**src/rtl/scancode_pkg.sv**
```systemverilog
// Shared PS/2 Set-2 constants, key indices and encoder FSM states.
// Imported by the scan code encoder and by the matching key-flag decoder.
package scancode_pkg;

  localparam int NUM_KEYS = 4;

  localparam logic [7:0] SC_ENTER = 8'h5A;
  localparam logic [7:0] SC_SPACE = 8'h29;
  localparam logic [7:0] SC_ONE   = 8'h16;
  localparam logic [7:0] SC_TWO   = 8'h1E;
  localparam logic [7:0] SC_BREAK = 8'hF0;

  localparam logic [1:0] KEY_ENTER = 2'd0;
  localparam logic [1:0] KEY_SPACE = 2'd1;
  localparam logic [1:0] KEY_ONE   = 2'd2;
  localparam logic [1:0] KEY_TWO   = 2'd3;

  typedef enum logic [1:0] {
    IDLE   = 2'd0,
    PREFIX = 2'd1,
    CODE   = 2'd2
  } enc_state_e;

  function automatic logic [7:0] key_code(input logic [1:0] idx);
    logic [7:0] code;
    case (idx)
      KEY_ENTER: code = SC_ENTER;
      KEY_SPACE: code = SC_SPACE;
      KEY_ONE:   code = SC_ONE;
      default:   code = SC_TWO;
    endcase
    return code;
  endfunction

  // Lowest set bit wins; callers only use the result when some bit is set.
  function automatic logic [1:0] first_dirty(input logic [3:0] dirty);
    logic [1:0] idx;
    if (dirty[0])      idx = KEY_ENTER;
    else if (dirty[1]) idx = KEY_SPACE;
    else if (dirty[2]) idx = KEY_ONE;
    else               idx = KEY_TWO;
    return idx;
  endfunction

endpackage

```
**src/rtl/scancode_typematic_timer.sv**
```systemverilog
// Typematic delay/period counter with a sticky "repeat due" flag.
// Only instantiated when SCANCODE_TYPEMATIC_EN is defined.
module typematic_timer #(
  parameter int REPEAT_DELAY  = 25_000_000,
  parameter int REPEAT_PERIOD = 5_000_000
) (
  input  logic clk,
  input  logic reset_n,
  input  logic start_delay,
  input  logic start_period,
  input  logic cancel,
  input  logic consume,
  output logic pending
);

  // Thresholds are two short of the nominal interval so that, after the
  // IDLE selection cycle and the CODE byte cycle, consecutive make transfers
  // land exactly REPEAT_DELAY / REPEAT_PERIOD cycles apart.
  localparam logic [31:0] DELAY_THR  = 32'((REPEAT_DELAY  > 2) ? REPEAT_DELAY  - 2 : 0);
  localparam logic [31:0] PERIOD_THR = 32'((REPEAT_PERIOD > 2) ? REPEAT_PERIOD - 2 : 0);

  logic [31:0] cnt_q, cnt_d;
  logic        active_q, active_d;
  logic        period_q, period_d;
  logic [31:0] thr;

  assign thr     = period_q ? PERIOD_THR : DELAY_THR;
  assign pending = active_q && (cnt_q >= thr);

  always_comb begin
    cnt_d    = cnt_q;
    active_d = active_q;
    period_d = period_q;
    if (start_delay || start_period) begin
      cnt_d    = '0;
      active_d = 1'b1;
      period_d = start_period;
    end else if (cancel || consume) begin
      active_d = 1'b0;
    end else if (active_q && !pending) begin
      cnt_d = cnt_q + 32'd1;
    end
  end

  always_ff @(posedge clk or negedge reset_n) begin
    if (!reset_n) begin
      cnt_q    <= '0;
      active_q <= 1'b0;
      period_q <= 1'b0;
    end else begin
      cnt_q    <= cnt_d;
      active_q <= active_d;
      period_q <= period_d;
    end
  end

endmodule

```
**src/rtl/scancode_encoder.sv**
```systemverilog
// Per-key level to PS/2 Set-2 make/break byte encoder with ready/valid output.
// Define SCANCODE_TYPEMATIC_EN to add typematic repeat of the last made key.
module scancode_encoder
  import scancode_pkg::*;
#(
  parameter int REPEAT_DELAY  = 25_000_000,
  parameter int REPEAT_PERIOD = 5_000_000
) (
  input  logic       clk,
  input  logic       reset_n,
  input  logic [3:0] key_state,
  input  logic       tx_ready,
  output logic [7:0] scan_code,
  output logic       scan_code_ready,
  output logic       busy
);

  enc_state_e  state_q, state_d;
  logic [1:0]  idx_q, idx_d;
  logic        make_q, make_d;
  logic        rpt_q, rpt_d;
  logic [7:0]  code_q, code_d;
  logic [3:0]  reported_q, reported_d;

  logic [3:0]  dirty;
  logic [1:0]  sel_idx;
  logic        repeat_pending;
  logic [1:0]  rep_key;
  logic        rpt_select;

  assign dirty           = key_state ^ reported_q;
  assign sel_idx         = first_dirty(dirty);
  assign scan_code       = code_q;
  assign scan_code_ready = (state_q != IDLE);
  assign busy            = (state_q != IDLE);

  always_comb begin
    state_d    = state_q;
    idx_d      = idx_q;
    make_d     = make_q;
    rpt_d      = rpt_q;
    code_d     = code_q;
    reported_d = reported_q;
    rpt_select = 1'b0;
    case (state_q)
      IDLE: begin
        if (|dirty) begin
          idx_d  = sel_idx;
          make_d = key_state[sel_idx];
          rpt_d  = 1'b0;
          if (key_state[sel_idx]) begin
            state_d = CODE;
            code_d  = key_code(sel_idx);
          end else begin
            state_d = PREFIX;
            code_d  = SC_BREAK;
          end
        end else if (repeat_pending) begin
          idx_d      = rep_key;
          make_d     = 1'b1;
          rpt_d      = 1'b1;
          state_d    = CODE;
          code_d     = key_code(rep_key);
          rpt_select = 1'b1;
        end
      end
      PREFIX: begin
        if (tx_ready) begin
          state_d = CODE;
          code_d  = key_code(idx_q);
        end
      end
      CODE: begin
        if (tx_ready) begin
          state_d = IDLE;
          // A repeat only re-sends a held key, so the reported levels stay put.
          if (!rpt_q) reported_d[idx_q] = make_q;
        end
      end
      default: state_d = IDLE;
    endcase
  end

  always_ff @(posedge clk or negedge reset_n) begin
    if (!reset_n) begin
      state_q    <= IDLE;
      idx_q      <= '0;
      make_q     <= 1'b0;
      rpt_q      <= 1'b0;
      code_q     <= 8'h00;
      reported_q <= '0;
    end else begin
      state_q    <= state_d;
      idx_q      <= idx_d;
      make_q     <= make_d;
      rpt_q      <= rpt_d;
      code_q     <= code_d;
      reported_q <= reported_d;
    end
  end

`ifdef SCANCODE_TYPEMATIC_EN
  logic [1:0] rep_key_q, rep_key_d;
  logic       code_xfer;
  logic       make_xfer;
  logic       rpt_xfer;

  assign code_xfer = (state_q == CODE) && tx_ready;
  assign make_xfer = code_xfer && make_q && !rpt_q;
  assign rpt_xfer  = code_xfer && rpt_q;
  assign rep_key   = rep_key_q;

  always_comb begin
    rep_key_d = rep_key_q;
    if (make_xfer) rep_key_d = idx_q;
  end

  always_ff @(posedge clk or negedge reset_n) begin
    if (!reset_n) rep_key_q <= '0;
    else          rep_key_q <= rep_key_d;
  end

  // Releasing the rep key covers both cancel cases, since its break can
  // only be selected once its level is low.
  typematic_timer #(
    .REPEAT_DELAY (REPEAT_DELAY),
    .REPEAT_PERIOD(REPEAT_PERIOD)
  ) u_timer (
    .clk         (clk),
    .reset_n     (reset_n),
    .start_delay (make_xfer),
    .start_period(rpt_xfer),
    .cancel      (!key_state[rep_key_q]),
    .consume     (rpt_select),
    .pending     (repeat_pending)
  );
`else
  assign repeat_pending = 1'b0;
  assign rep_key        = 2'd0;
`endif

endmodule

```
**config.mk**
```make
export PLATFORM = sky130hd
export DESIGN_NAME = scancode_encoder
export DESIGN_NICKNAME = d
export VERILOG_FILES = /design/src/rtl/scancode_pkg.sv /design/src/rtl/scancode_typematic_timer.sv /design/src/rtl/scancode_encoder.sv
export SDC_FILE = /design/constraint.sdc
export NUM_CORES = 1
export LEC_CHECK = 0
export ABC_AREA = 1
export BUFFER_PORTS_ARGS = -buffer_cell sky130_fd_sc_hd__buf_2
export CELL_PAD_IN_SITES_DETAIL_PLACEMENT = 0
export CELL_PAD_IN_SITES_GLOBAL_PLACEMENT = 2
export CORE_MARGIN = 2
export CORE_UTILIZATION = 28
export DETAILED_ROUTE_END_ITERATION = 12
export GPL_TIMING_DRIVEN = 0
export MAX_ROUTING_LAYER = met4
export PLACE_DENSITY = 0.79
export REMOVE_ABC_BUFFERS = 1
export SETUP_SLACK_MARGIN = 0.05
export SYNTH_ARGS = -nofsm -noshare
export SYNTH_HDL_FRONTEND = slang
export SYNTH_SLANG_ARGS = --single-unit
```
**constraint.sdc**
```tcl
create_clock -name clk -period 1.4 [get_ports clk]
set_clock_uncertainty 0.1 [all_clocks]
set_input_delay 0.07 -clock clk [delete_from_list [all_inputs] [get_ports clk]]
set_output_delay 0.07 -clock clk [all_outputs]
set_load 0.01 [all_outputs]
```
==> summary.md <==
| Metric | Value |
|---|---|
| Status | `finished clean` |
| Vias in the first global route | `953` |
| Hold_sp | `key_state[1]` |
| Synth area leader | `dfrtp_1` |
| Starting Density | `0.293` |
| Arr. time, crit path | `1.50 ns` |
| Total power draw | `0.00339 W` |
| Synth cell types | `24` |
| Setup Viol. Count Final | `0` |
| Register area share after synthesis | `0.435` |
| Initial antenna violation count | `0` |
| Max-Cap Viols | `0` |
| Total Wirelength | `2460 um` |
| Post-route setup TNS | `0 ns` |
| Via count | `959` |
| HPWL Detailed | `1670 um` |
| P_leak | `0.713 nW` |
| Gpl congestion | `0.747` |
| Fin crit period | `1.40 ns` |
| Final period util | `0.999` |
| Gate power share | `0.645` |
| CTS tree | `done` |
| Critical path launch point type | `register` |
| Switching power | `0.00157 W` |
| Main flop type after synthesis | `dfrtp_1` |
| Share of cells above drive strength 1 | `0.475` |
| Worst setup EP type | `register` |
| VDD IR max | `1.08 mV` |
| Most common cell in the netlist | `nand2_1` |
| Setup crit start | `reported_q[0]` |
| IO Pins | `17` |
| Critical setup path kind | `register to register` |
| Int Pwr | `0.00181 W` |
| Reg2reg setup slack | `0.002 ns` |
| Fill cells | `362` |
| Vias per cell | `4.61` |
| Root Buffer | `clkbuf_4` |
| Max Clk Rate | `715 MHz` |
| Synth cell count leaders | `nand2_1, dfrtp_1, inv_1` |
| First-pass GRT wire length | `4190 um` |
| R2r startpoint | `reported_q[0]` |
| # DRC | `0` |
| Drt wl/cell | `11.8 um` |
| Chip width | `63.1 um` |
| H-Tree Depth | `1` |
| Sequential power share | `0.273` |
| CORE AREA | `0.00334 mm2` |
| Synthesis Warnings | `0` |
| Yosys reg bits | `17` |
| Post-Syn Instances | `125` |
| Clock Latency Late Sink | `0.30 ns` |
| Post-synth EDFFs | `0` |
| Initial DRC count | `36` |
| Tightest Pin Transition | `0.419 ns` |
| Area delta synth->final | `46.5%` |
| Clk pwr share | `0.082` |
| Die area | `0.00398 mm2` |
| CP Max Fanout | `7` |
| Clock Sinks | `17` |
| Top cell type's share of synthesized area | `0.435` |
| Post-route ant nets | `0` |
| Row cnt | `21` |
| Top post-synthesis cells by area | `dfrtp_1, nand2_1, nand3_1, nand2_2, inv_1` |
| # nets final | `170` |
| Final Hold Vio Count | `0` |
| Mapped cell area | `977 um2` |
| Overall routing resource usage | `0.135` |
| Synthesized area per cell | `7.82 um2` |
| Worst slew margin | `0.721` |
| Unrepaired setup endpoints after global routing | `true` |
| Clock Path Buffers | `2` |
| Num CTS Buffers | `3` |
| Hold Slack | `0.121 ns` |
| Switching Share | `0.465` |
| Critical path data required time | `1.50 ns` |
| Final-report max-slew violation count | `0` |
| Largest net degree at the start of global routing | `18` |
| Power Density | `2370 mW/mm2` |
| Total global routing overflow | `0` |
| Clk pin slew, worst setup/hold paths | `0.11 ns` |
| ANT cells | `0` |
| Multi-input gate area | `601 um2` |
| Drt first pass iters | `4` |
| Worst min path class | `input pin to register` |
| Register area | `428 um2` |
| Die Ht | `63.1 um` |
| Ys async rst share | `1.00` |
| IO buf count | `16` |
==> worst max-delay path, stage by stage, from the launching register on <==
cell and delay (ns):
dfrtp_2 0.45, nand2_2 0.09, nand2_4 0.08, nor2_4 0.13, nand2_4 0.10, nand2_8 0.11, nand2_8 0.07, o21a_1 0.17
==> through the flow <==
stage / std cells / utilization / setup slack, ns / instance area, um2
floorplan: 123 / - / 0.0842 / 958
global placement: 185 / 0.328 / -0.0911 / 1100
detailed placement: 185 / 0.328 / -0.0858 / 1100
CTS: 201 / 0.399 / -0.0382 / 1330
global route: 208 / 0.429 / -0.0864 / 1430
finish: 208 / 0.429 / 0.00194 / 1430
==> layer usage <==
metal	part of all wire	vias up	GRT usage
li1	-	478	-
met1	0.48	462	0.179
met2	0.48	17	0.214
met3	0.027	2	0.0214
met4	0.0053	0	0.0361
met5	0	-	-
==> state kept, by name, summed over array words and instances, names as in the netlist <==
name,count
make_q,1
reported_q,4
state_q,2
scan_code,8
idx_q,2
==> repair_timing <==
item	CTS	global route
gates cloned	1	1
setup endpoints to repair	14	18
pin swaps	7	9
hold buffers	2	0
buffers inserted	9	6
hold endpoints to repair	18	0
resized for setup	18	17
==> path summary, 6_finish.rpt <==
path,to,cells after the start
hold reg to reg,scan_code[4],1
setup / recovery,scan_code[4],7
setup reg to reg,scan_code[4],7
min in group asynchronous,state_q[1],2
hold / removal,scan_code[0],5
max in group asynchronous,reported_q[0],2
==> layout make-up <==
type,count,share of cell area
multi-input cells,92,0.420
flip-flops and latches,17,0.299
repair buffers,33,0.180
inverters,16,0.0420
well taps,46,0.0402
clock buffers,3,0.0157
clock inverters,1,0.00350
==> layout by cell type, fill, tap and decap left out, types with 5 or more instances in the layout <==
cell type  netlist  layout
buf_2            0      14
buf_4            1      11
dfrtp_1         17      15
inv_1           12      10
inv_2            3       6
nand2_1         31      28
nand2_2          8       8
nand2_4          4       6
nand3_1         11       8
nor2_4           2       5
o21ai_0          7       5
==> power by group through the flow <==
| stage | Sequential, W | Clock [W] | Combinational, W |
|---|---|---|---|
| finish | 0.000924 | 0.000277 | 0.00219 |
| global route | 0.000963 | 0.000299 | 0.00240 |
| CTS | 0.000912 | 0.000286 | 0.00195 |
| detailed placement | 0.000914 | 0 | 0.00138 |
| global placement | 0.000907 | 0 | 0.00137 |
| floorplan | 0.000928 | 0 | 0.000968 |
==> cell families after synthesis <==
| kind of cell | count (synthesis) | synth area share |
|---|---|---|
| simple gates | 73 | 0.389 |
| compound gates | 17 | 0.0948 |
| buf+inv | 18 | 0.0807 |
| flops | 17 | 0.435 |
No activity file was read; power rests on OpenSTA's default activity.
